===== src/rtl/fir_out_pkg.sv =====
// Shared types, defaults and helpers for the FIR output decimator.
// Q1.15 limits and the round/saturate used by the averaging path.
package fir_out_pkg;

  localparam int DATA_W_DEF     = 16;
  localparam int DECIM_LOG2_DEF = 1;
  localparam int FIFO_LOG2_DEF  = 2;

  localparam logic [15:0] Q15_MAX = 16'h7FFF;
  localparam logic [15:0] Q15_MIN = 16'h8000;

  // Round-half-up divide by 2^sh, then clamp into Q1.15.
  function automatic logic [15:0] q15_avg(
    input logic signed [31:0] sum,
    input int unsigned        sh
  );
    logic signed [31:0] r;
    if (sh == 0) begin
      r = sum;
    end else begin
      r = (sum + (32'sd1 <<< (sh - 1))) >>> sh;
    end
    if (r > 32'sd32767) begin
      return Q15_MAX;
    end
    if (r < -32'sd32768) begin
      return Q15_MIN;
    end
    return r[15:0];
  endfunction

endpackage


===== src/rtl/fir_out_decimator_if.sv =====
// Sample-in / decimated-out handshake bundle.
// master drives samples and ready, slave is the decimator.
interface fir_out_decimator_if
  import fir_out_pkg::*;
#(
  parameter int DATA_W    = DATA_W_DEF,
  parameter int FIFO_LOG2 = FIFO_LOG2_DEF
);

  logic              en;
  logic [DATA_W-1:0] data_in;
  logic              phase_sync;
  logic [DATA_W-1:0] data_out;
  logic              out_valid;
  logic              out_ready;
  logic [FIFO_LOG2:0] fill;
  logic              overflow;

  modport master (
    output en,
    output data_in,
    output phase_sync,
    output out_ready,
    input  data_out,
    input  out_valid,
    input  fill,
    input  overflow
  );

  modport slave (
    input  en,
    input  data_in,
    input  phase_sync,
    input  out_ready,
    output data_out,
    output out_valid,
    output fill,
    output overflow
  );

endinterface


===== src/rtl/sync_fifo_fwft.sv =====
// First-word-fall-through FIFO, power-of-two depth.
// A push into a full FIFO lands only if a pop happens on the same edge.
module sync_fifo_fwft
  import fir_out_pkg::*;
#(
  parameter int W  = DATA_W_DEF,
  parameter int AW = FIFO_LOG2_DEF
) (
  input  logic         clk,
  input  logic         rst_n,
  input  logic         push_i,
  input  logic [W-1:0] wdata_i,
  input  logic         pop_i,
  output logic [W-1:0] head_o,
  output logic [AW:0]  fill_o,
  output logic         full_o,
  output logic         empty_o
);

  localparam int D = 1 << AW;

  logic [W-1:0]  mem_q [D];
  logic [AW-1:0] wr_q, wr_d;
  logic [AW-1:0] rd_q, rd_d;
  logic [AW:0]   cnt_q, cnt_d;
  logic          do_push, do_pop;

  assign empty_o = (cnt_q == '0);
  assign full_o  = (cnt_q == (AW+1)'(D));
  assign do_pop  = pop_i & ~empty_o;
  assign do_push = push_i & (~full_o | do_pop);
  assign head_o  = empty_o ? '0 : mem_q[rd_q];
  assign fill_o  = cnt_q;

  // Pointer and occupancy next-state.
  always_comb begin
    wr_d  = wr_q;
    rd_d  = rd_q;
    cnt_d = cnt_q;
    if (do_push) wr_d = wr_q + AW'(1);
    if (do_pop)  rd_d = rd_q + AW'(1);
    unique case ({do_push, do_pop})
      2'b10:   cnt_d = cnt_q + (AW+1)'(1);
      2'b01:   cnt_d = cnt_q - (AW+1)'(1);
      default: cnt_d = cnt_q;
    endcase
  end

  // Pointer and occupancy registers.
  always_ff @(posedge clk or negedge rst_n) begin
    if (!rst_n) begin
      wr_q  <= '0;
      rd_q  <= '0;
      cnt_q <= '0;
    end else begin
      wr_q  <= wr_d;
      rd_q  <= rd_d;
      cnt_q <= cnt_d;
    end
  end

  // Entry storage.
  always_ff @(posedge clk or negedge rst_n) begin
    if (!rst_n) begin
      for (int i = 0; i < D; i++) mem_q[i] <= '0;
    end else if (do_push) begin
      mem_q[wr_q] <= wdata_i;
    end
  end

endmodule


===== src/rtl/fir_out_decimator.sv =====
// Decimate-by-2^DECIM_LOG2 output stage with FWFT buffering.
// FIR_DECIM_AVG_EN selects integrate-and-dump instead of pick.
module fir_out_decimator
  import fir_out_pkg::*;
#(
  parameter int DATA_W     = DATA_W_DEF,
  parameter int DECIM_LOG2 = DECIM_LOG2_DEF,
  parameter int FIFO_LOG2  = FIFO_LOG2_DEF
) (
  input logic                clk,
  input logic                reset,
  fir_out_decimator_if.slave io
);

  localparam int M  = 1 << DECIM_LOG2;
  localparam int PW = (DECIM_LOG2 > 0) ? DECIM_LOG2 : 1;
  localparam logic [PW-1:0] LAST = PW'(M - 1);

  logic [PW-1:0]      phase_q, phase_d, cur_ph;
  logic               last, push, pop;
  logic               full, empty;
  logic               ovf_q, ovf_d;
  logic [DATA_W-1:0]  push_data, head;
  logic [FIFO_LOG2:0] fill;

  // phase_sync makes the sample on this edge phase 0.
  assign cur_ph = io.phase_sync ? '0 : phase_q;
  assign last   = (cur_ph == LAST);
  assign push   = io.en & last;
  assign pop    = io.out_ready & ~empty;

  // Phase counter next-state.
  always_comb begin
    phase_d = cur_ph;
    if (io.en) phase_d = last ? '0 : cur_ph + PW'(1);
  end

  // Phase counter register.
  always_ff @(posedge clk or negedge reset) begin
    if (!reset) phase_q <= '0;
    else        phase_q <= phase_d;
  end

`ifdef FIR_DECIM_AVG_EN
  localparam int AW = DATA_W + DECIM_LOG2;

  logic signed [AW-1:0] acc_q, acc_d, acc_b, sum;

  assign acc_b = io.phase_sync ? '0 : acc_q;
  assign sum   = acc_b + AW'($signed(io.data_in));
  assign push_data =
    DATA_W'(q15_avg(32'(sum), DECIM_LOG2));

  // Accumulate the group, dump on its last sample.
  always_comb begin
    acc_d = acc_b;
    if (io.en) acc_d = last ? '0 : sum;
  end

  // Accumulator register.
  always_ff @(posedge clk or negedge reset) begin
    if (!reset) acc_q <= '0;
    else        acc_q <= acc_d;
  end
`else
  assign push_data = io.data_in;
`endif

  // A push into a full FIFO with no pop is lost.
  always_comb begin
    ovf_d = ovf_q | (push & full & ~pop);
  end

  // Sticky overflow flag.
  always_ff @(posedge clk or negedge reset) begin
    if (!reset) ovf_q <= 1'b0;
    else        ovf_q <= ovf_d;
  end

  sync_fifo_fwft #(
    .W  (DATA_W),
    .AW (FIFO_LOG2)
  ) u_fifo (
    .clk     (clk),
    .rst_n   (reset),
    .push_i  (push),
    .wdata_i (push_data),
    .pop_i   (pop),
    .head_o  (head),
    .fill_o  (fill),
    .full_o  (full),
    .empty_o (empty)
  );

  assign io.data_out  = head;
  assign io.out_valid = ~empty;
  assign io.fill      = fill;
  assign io.overflow  = ovf_q;

endmodule


===== src/flat_wrapper.sv =====
// flat-port wrapper written by rule: the top's interface ports become plain ports
module fir_out_decimator_flat import fir_out_pkg::*;
#(
  parameter int DATA_W     = DATA_W_DEF,
  parameter int DECIM_LOG2 = DECIM_LOG2_DEF,
  parameter int FIFO_LOG2  = FIFO_LOG2_DEF
)
  (clk, reset, io_en, io_data_in, io_phase_sync, io_out_ready, io_data_out, io_out_valid, io_fill, io_overflow);
  fir_out_decimator_if #(.DATA_W(DATA_W), .FIFO_LOG2(FIFO_LOG2)) io_i ();
  input logic clk;
  input logic reset;
  input wire logic [$bits(io_i.en)-1:0] io_en;
  input wire logic [$bits(io_i.data_in)-1:0] io_data_in;
  input wire logic [$bits(io_i.phase_sync)-1:0] io_phase_sync;
  input wire logic [$bits(io_i.out_ready)-1:0] io_out_ready;
  output wire logic [$bits(io_i.data_out)-1:0] io_data_out;
  output wire logic [$bits(io_i.out_valid)-1:0] io_out_valid;
  output wire logic [$bits(io_i.fill)-1:0] io_fill;
  output wire logic [$bits(io_i.overflow)-1:0] io_overflow;
  assign io_i.en = io_en;
  assign io_i.data_in = io_data_in;
  assign io_i.phase_sync = io_phase_sync;
  assign io_i.out_ready = io_out_ready;
  assign io_data_out = io_i.data_out;
  assign io_out_valid = io_i.out_valid;
  assign io_fill = io_i.fill;
  assign io_overflow = io_i.overflow;
  fir_out_decimator #(.DATA_W(DATA_W), .DECIM_LOG2(DECIM_LOG2), .FIFO_LOG2(FIFO_LOG2)) u_core (.clk(clk), .reset(reset), .io(io_i));
endmodule

===== config.mk =====
export PLATFORM = sky130hd
export DESIGN_NAME = fir_out_decimator_flat
export DESIGN_NICKNAME = d
export VERILOG_FILES = /design/src/rtl/fir_out_pkg.sv /design/src/rtl/fir_out_decimator_if.sv /design/src/rtl/sync_fifo_fwft.sv /design/src/rtl/fir_out_decimator.sv /design/src/flat_wrapper.sv
export SDC_FILE = /design/constraint.sdc
export NUM_CORES = 1
export LEC_CHECK = 0
export ABC_AREA = 1
export CAP_MARGIN = 20
export CELL_PAD_IN_SITES_DETAIL_PLACEMENT = 0
export CELL_PAD_IN_SITES_GLOBAL_PLACEMENT = 2
export CORE_ASPECT_RATIO = 0.8
export CORE_MARGIN = 4
export CORE_UTILIZATION = 36
export CTS_CLUSTER_SIZE = 24
export DETAILED_ROUTE_END_ITERATION = 10
export GPL_ROUTABILITY_DRIVEN = 0
export PLACE_DENSITY_LB_ADDON = 0.1
export SKIP_LAST_GASP = 1
export SLEW_MARGIN = 20
export SYNTH_ARGS = -nofsm -noshare
export SYNTH_HDL_FRONTEND = slang
export SYNTH_SLANG_ARGS = --single-unit

===== constraint.sdc =====
create_clock -name clk -period 3.4 [get_ports clk]
set_clock_uncertainty 0.1 [all_clocks]
set_input_delay 0.85 -clock clk [delete_from_list [all_inputs] [get_ports clk]]
set_output_delay 0.85 -clock clk [all_outputs]
set_load 0.02 [all_outputs]

Word level (Yosys, flattened, before mapping)
Cells that the tools add are included.

word-level totals
  output and inout bits = 21
  register bits after elaboration = 73
  logic and storage cells = 47
  bits of input ports = 21

operators by class
  order comparisons = 3
  reduce and logical (&&, ||, !) cells = 3
  add/sub/neg operators = 5
  multiplexer cells = 11
  equality and inequality tests = 3
  bitwise operators = 13

operators by type and width
  operator             count
  $bwmux 64            1
  $mux 16              4
  $bmux 16 s2          1
  $demux 16 s2         1
  $and 1x1->1          6
  $ge 3x3->1 const B   2
  $not 2->3            2
  $pmux 3 s2           1
  $add 2x1->2 const B  2
  $add 3x1->3 const B  1
  $eq 3x3->1 const B   1
  $logic_not 3->1      1
  $lt 3x1->1 const B   1
  $mux 1               3
  $not 1->1            3
  $sub 3x1->3 const B  1
  $eq 2x1->1 const B   1
  $eq 2x2->1 const B   1
  $or 1x1->1           2
  $reduce_bool 2->1    1
  $add 1x1->1 const B  1
  $logic_and 1x1->1    1

Longest topological paths before layout
Gate-level depths: netlist (run 1).

  word-level depth = 8
  mapped depth = 11

Hierarchy
From an unflattened synthesis (run 1), not the netlist that was laid out.

unflattened totals
  cell total of the unflattened synthesis = 487
  area total of the unflattened synthesis = 3782.4 sq um

by module, submodules not included
  module             instances  area an instance (sq um)  cells an instance  sequential area each (sq um)
  sync_fifo_fwft     1          3679.8                    474                1776.7
  fir_out_decimator  1          102.6                     13                 50.0

Worst setup path before layout (run 1)
No wires, ideal clock.

  path type = reg-to-output
  start = reg u_core.u_fifo.cnt_q[0] (netlist: u_core.u_fifo.fill_o[0])
  end = out io_data_out[0]
  data required time = 2.450 ns
  arrival time = 1.515 ns
  buffers on the path = 1
  cell stages (with the launch flop) = 6
  setup slack = 0.935 ns
  cells stage by stage = dfrtp_1 -> nor2_2 -> nand2_1 -> inv_1 -> buf_2 -> a21oi_1

between the ends
  longest elaborated chain between the ends = 2

RTL lines
  item                    RTL line              RTL
  from (decl)             sync_fifo_fwft.sv:25  logic [AW:0] cnt_q, cnt_d;
  from (signal assigned)  sync_fifo_fwft.sv:58  cnt_q <= cnt_d;
  $logic_not 3->1         sync_fifo_fwft.sv:28  assign empty_o = (cnt_q == '0);
  $mux 16                 sync_fifo_fwft.sv:32  assign head_o = empty_o ? '0 : mem_q[rd_q];
  to (decl)               flat_wrapper.sv:16    output wire logic [$bits(io_i.data_out)-1:0] io_data_out;

No other way between the ends.

Final worst setup path (run 1)
  start = reg u_core.u_fifo.rd_q[0]
  end = out io_data_out[5]

between the ends
  longest elaborated chain between the ends = 5

RTL lines
  item                                         RTL line              RTL
  from (decl)                                  sync_fifo_fwft.sv:24  logic [AW-1:0] rd_q, rd_d;
  from (signal assigned)                       sync_fifo_fwft.sv:57  rd_q <= rd_d;
  $not 2->3 (not written as such)              sync_fifo_fwft.sv:32
  $bmux 16 s2                                  sync_fifo_fwft.sv:32
  $mux 16 (not written as such) (2 in series)  sync_fifo_fwft.sv:32
  $mux 16                                      sync_fifo_fwft.sv:32

No other way between the ends. The select of a mux whose other input is x is not followed.

==> results of run 1 <==
==> repair_timing <==
| action | in CTS | in global routing |
|---|---|---|
| resized for setup | 0 | 1 |
| hold endpoints to repair | 0 | 0 |
| setup endpoints to repair | 0 | 6 |
==> synth_stat cells, drive strengths merged <==
master / instances / share of area, %
a21oi: 50 / 7.0
buf: 15 / 3.6
dfrtp: 73 / 51
o21bai: 1 / 0.21
inv: 49 / 5.2
xor2: 3 / 0.74
nand2: 105 / 11
o21ai: 97 / 14
nand4: 2 / 0.35
nor2: 10 / 2.5
clkbuf: 10 / 1.1
ha: 5 / 1.8
nand3: 4 / 0.56
fa: 1 / 0.56
==> state kept, by name, indices dropped and copies added (netlist names) <==
| signal | flops |
|---|---|
| u_core.phase_q | 1 |
| u_core.u_fifo.wr_q | 2 |
| u_core.u_fifo.rd_q | 2 |
| u_core.io.overflow | 1 |
| u_core.u_fifo.mem_q | 64 |
| u_core.u_fifo.fill_o | 3 |
==> cell families after synthesis <==
group,Yosys count,synth area share [%]
AO/OA/AOI/OAI,148,20.86
AND/OR/NAND/NOR,121,14.93
buffers and inverters,74,9.870
flip-flops,73,51.28
adder cells (fa/ha/maj),6,2.318
XOR/XNOR,3,0.7378
==> worst paths after layout <==
kind | start | end | depth (start not counted) | slack [ps]
setup / recovery | u_core.u_fifo.rd_q[0] | io_data_out[5] | 6 | 290
hold / removal | u_core.u_fifo.mem_q[49] | u_core.u_fifo.mem_q[49] | 2 | 370
setup reg to reg | u_core.phase_q | u_core.u_fifo.fill_o[2] | 11 | 1490
hold reg to reg | u_core.u_fifo.mem_q[49] | u_core.u_fifo.mem_q[49] | 2 | 370
max in group asynchronous | reset | u_core.u_fifo.rd_q[0] | 2 | 2430
min in group asynchronous | reset | u_core.u_fifo.fill_o[2] | 2 | 440
==> layout by cell type (no fill, tap or decap) <==
cell and count:
nand3_1 4, dfrtp_2 1, clkbuf_1 2, buf_12 2, nand2_4 2, nor2_8 2
fa_1 1, ha_1 5, nand2_1 103, buf_4 10, nor2_1 4, o21ai_1 10
inv_1 47, inv_2 2, nor2_4 2, buf_2 1, a21oi_1 50, o21ai_0 87
xor2_1 3, nand4_1 2, nor2_2 2, o21bai_1 1, clkbuf_16 9, clkdlybuf4s50_1 40
clkbuf_8 2, dfrtp_1 72, clkinv_2 3
==> worst register-to-register path: cells and delay by family, from the launching register on <==
| family | cells | cell delay [ps] |
|---|---|---|
| buf+inv | 4 | 290 |
| flops | 1 | 360 |
| fa+ha+maj | 2 | 680 |
| simple gates | 5 | 420 |
==> metrics by stage <==
| step | worst slack (ps) | instance area (um2) | instances | hold WS (ps) | util [%] |
|---|---|---|---|---|---|
| CTS | 116.7 | 4360 | 605 | 375.6 | 45.19 |
| global placement | 518.2 | 4085 | 589 | 356.0 | 42.34 |
| detailed placement | 507.4 | 4085 | 589 | 363.1 | 42.34 |
| floorplan | 934.9 | 3562 | 425 | 340.9 | - |
| finish | 287.8 | 4362 | 605 | 372.0 | 45.20 |
| global route | 17.59 | 4362 | 605 | 401.3 | 45.20 |
==> metal layers <==
metal	global-route usage (%)	wire length, um
met1	23.43	4509
met2	25.71	4125
met3	4.734	418
met4	4.809	40
met5	0	0
==> layout make-up <==
type | count | area share (%)
clock inverters | 3 | 0.3442
multi-input cells | 278 | 31.73
flip-flops and latches | 73 | 41.91
inverters | 49 | 4.217
repair buffers | 53 | 11.93
clock buffers | 13 | 5.967
well taps | 136 | 3.901
==> report_power, final <==
| group | total, uW | switching (uW) | internal (uW) |
|---|---|---|---|
| sequential | 1450 | 175 | 1280 |
| clock | 871 | 341 | 530 |
| combinational | 2110 | 1270 | 847 |
| total | 4440 | 1780 | 2660 |
==> flow_summary.toml, run 1 <==
[setup_path]
worstPathCellList = "inv_1 -> buf_4 -> a21oi_1 -> o21ai_0 -> a21oi_1 -> clkdlybuf4s50_1"
slowest_delay_ps = 630
cp_common_cell = "a21oi_1"
crit_family = "buffers and inverters"
critPathSlowestCell = "clkdlybuf4s50_1"
startpoint_type = "register"
crit_buf_inv = 3
worst-endpoint-arrival_ps = 2160
cp_max_fo = 17
cp.required_ps = 2450
crit_type = "register to output pin"
endpoint_kind = "output pin"

[synthesis]
yosys_warnings = 0
synth_cell_types = 24
syn_area_um2 = 3562
ys_seq_area_share_pct = 51.28
syn_area_per_cell_um2 = 8.382
synthCells = 425
synth_seq_cells = 73
synthesis.nets = 452

[cells_and_area]
fillers = 970
area_growth_pct = 22.44
multi_input_area_um2 = 1384
regArea_um2 = 1828
nNetsFinal = 491
drive_gt1_share_pct = 8.102
n_antenna_cell = 0

[status]
status = "completed"

[grt]
grt_pass1_wl_um = 15260
overflow = 0
grt_pass1_vias = 2889
antenna_found_initial = 0
grt_start_max_net_pins = 74
grt_usage_pct = 16.86

[clocking]
numCtsBuffers = 9
cts_max_path_buffers = 2
clkLatencyLatePin_ps = 330
htreeDepth = 3
clockRootBuffer = "clkbuf_16"
path_clk_slew_ps = 60
clock-sinks = 73
cts_tree = "yes"
holdBufCountCts = 0
post_cts_buffers = 0

[routing]
drt_first_iter_violations = 182
vias = 2886
firstDrtPassIters = 4
wl_per_cell_um = 15.03
routed_wl_um = 9094
vias_per_cell = 4.770
ant_nets = 0
drc_errors = 0

[timing]
finalCritPeriodShare_pct = 91.53
grt_setup_unrepaired = "no"
finalHoldViolations = 0
tightest_slew_ps = 644.0
fin_crit_ps = 3112
max-slew-margin-rel_pct = 57.02
setup_tns_ps = 0
fmax_mhz = 321.3
setup_violations = 0
slew_violations = 0

[placed_design]
hpwl_um = 5773
port_buffers = 41

[power]
vdd_ir_drop_max_v = 0.0004591
powerDensity_nw_per_um2 = 1017
p_leak_uw = 0.002045
total_power_uw = 4437

[flow_run]
timing.max_cap.violations = 0

[die]
fp.coreArea_um2 = 9649
rows = 32
dieArea_um2 = 11560
ioPinCount = 42
die_x_um = 119.2
chipHeight_um = 96.97
initial_utilization_pct = 36.92

[worst_hold_path]
hp-class = "register to register"
Power figures use the tool's default switching activity.
==> run 2, diff against run 1 <==
--- a/config.mk
+++ b/config.mk
@@ -11,9 +11,10 @@
 export CELL_PAD_IN_SITES_GLOBAL_PLACEMENT = 2
 export CORE_ASPECT_RATIO = 0.8
 export CORE_MARGIN = 4
-export CORE_UTILIZATION = 36
+export CORE_UTILIZATION = 41
 export CTS_CLUSTER_SIZE = 24
 export DETAILED_ROUTE_END_ITERATION = 10
+export DONT_BUFFER_PORTS = 1
 export GPL_ROUTABILITY_DRIVEN = 0
 export PLACE_DENSITY_LB_ADDON = 0.1
 export SKIP_LAST_GASP = 1
==> flow_summary.toml, run 2 (same netlist as run 1, synthesis figures left out) <==
[timing]
finalCritPeriodShare_pct = 85.26
fin_crit_ps = 2899
tightest_slew_ps = 673.3
setup_tns_ps = 0
max-slew-margin-rel_pct = 55.00
finalHoldViolations = 0
fmax_mhz = 345.0
setup_violations = 0
slew_violations = 0
grt_setup_unrepaired = "no"

[setup_path]
startpoint = "u_core.u_fifo.rd_q[1]"
worstPathCellList = "buf_4 -> inv_1 -> a21oi_1 -> o21ai_0 -> a21oi_1 -> buf_4"
timing.rr.start = "u_core.u_fifo.fill_o[0]"
r2r_cells = 9
crit_family = "buffers and inverters"
crit_type = "register to output pin"
cp.required_ps = 2450
crit_cells = 6
worst-endpoint-arrival_ps = 1950
endpoint = "io_data_out[6]"
startpoint_type = "register"
cp_max_fo = 18
crit_buf_inv = 3
slowest_delay_ps = 340
critPathSlowestCell = "inv_1"
r2r_end = "u_core.u_fifo.fill_o[2]"
rrSetupSlack_ps = 1340
endpoint_kind = "output pin"

[grt]
grt_pass1_vias = 2803
antenna_found_initial = 0
grt_usage_pct = 18.36
grt_pass1_wl_um = 14790
grt_start_max_net_pins = 74
overflow = 0

[clocking]
clock-sinks = 73
path_clk_slew_ps = 70
clockRootBuffer = "clkbuf_8"
holdBufCountCts = 0
post_cts_buffers = 0
cts_resized = 0
cts_max_path_buffers = 2
clkLatencyLatePin_ps = 350
htreeDepth = 3
numCtsBuffers = 9
cts_tree = "yes"

[routing]
vias_per_cell = 5.047
wl_per_cell_um = 15.81
routed_wl_um = 8666
firstDrtPassIters = 4
drc_errors = 0
drt_first_iter_violations = 168
vias = 2766
ant_nets = 0

[status]
status = "completed"

[power]
combPwrFrac_pct = 47.5
swShare_pct = 42.68
powerDensity_nw_per_um2 = 1020
vdd_ir_drop_max_v = 0.0004333
power_frac_clock_pct = 15.7
p_sw_uw = 1688
internal-power_uw = 2267
p_seq_share_pct = 36.9
p_leak_uw = 0.001879

[cells_and_area]
drive_gt1_share_pct = 10.32
n_antenna_cell = 0
top_register = "u_core.u_fifo.mem_q"
area_growth_pct = 8.816
nNetsFinal = 461
mostFrequentLayoutCells = "nand2_1, o21ai_0, dfrtp_1, a21oi_1, inv_1"
largest_reg_flops = 64
final_cell_area_um2 = 3876
mostFrequentLayoutCell = "nand2_1"

[die]
initial_utilization_pct = 41.99
dieArea_um2 = 10250
chipHeight_um = 91.37
rows = 30
ioPinCount = 42
die_x_um = 112.2
fp.coreArea_um2 = 8483

[placed_design]
hpwl_um = 5395
port_buffers = 0
placed_area_um2 = 3707

[worst_hold_path]
hp-class = "input port to asynchronous set/reset pin"

[flow_run]
timing.max_cap.violations = 0
-- run 2: cell types whose count changed in the layout (fill, tap and decap cells not counted) --
| cell | change |
|---|---|
| clkdlybuf4s50_1 | -40 |
| buf_4 | +13 |
| clkbuf_8 | +10 |
| clkbuf_16 | -9 |
| clkinv_2 | -3 |
| buf_12 | -2 |
| buf_2 | -1 |
| clkbuf_1 | -1 |
| dfrtp_1 | +1 |
| dfrtp_2 | -1 |
-- run 2: metal layers --
layer / routed length [um] / share of wire (%) / GRT usage (%)
met5: 0 / 0 / 0
met4: 75 / 0.87 / 5.105
met3: 484 / 5.6 / 5.596
met2: 3806 / 44 / 27.93
met1: 4301 / 50 / 25.38
-- run 2: worst min-delay path by stage --
stage,startpoint,to,slack [ps],cells after the start
after floorplan,u_core.u_fifo.mem_q[2],u_core.u_fifo.mem_q[2],340,2
after global placement,u_core.u_fifo.mem_q[2],u_core.u_fifo.mem_q[2],360,2
after detailed placement,u_core.u_fifo.mem_q[51],u_core.u_fifo.mem_q[51],360,2
after CTS,reset,u_core.u_fifo.mem_q[35],60,0
after global routing,reset,u_core.u_fifo.mem_q[35],60,0
final,reset,u_core.u_fifo.fill_o[2],80,0
-- run 2: worst register-to-register path, stage by stage (launching register included) --
cell     delay [ps]
dfrtp_1         530
nor2_2           90
nand2_1         290
nand3_1         200
fa_1            440
inv_1            90
nand4_1          90
nand3_1          80
nand2_1          50
inv_1            40
-- run 2: cell type report --
type | count | area [um2]
repair buffers | 23 | 172.7
clock buffers | 13 | 168.9
well taps | 112 | 140.1
inverters | 49 | 183.9
fillers | 894 | 4607
multi-input cells | 278 | 1384
flip-flops and latches | 73 | 1827
-- run 2: power by group through the flow --
stage	Combinational [uW]	Clock, uW	Sequential (uW)
6_report	1880	620	1460
5_1_grt	2130	682	1510
4_1_cts	1900	643	1460
3_5_place_dp	1890	0	1480
3_3_place_gp	1880	0	1470
2_1_floorplan	1310	0	1430
-- run 2: through the flow --
stage | power [uW] | hold WS (ps) | worst slack (ps) | cells | utilization, %
6_report | 3955 | 84.52 | 501.1 | 548 | 45.69
5_1_grt | 4321 | 56.89 | 343.6 | 548 | 45.69
4_1_cts | 4005 | 63.16 | 459.3 | 548 | 45.69
3_5_place_dp | 3371 | 363.7 | 864.8 | 535 | 43.70
3_3_place_gp | 3344 | 358.1 | 893.9 | 535 | 43.70
2_1_floorplan | 2745 | 340.9 | 934.9 | 425 | -
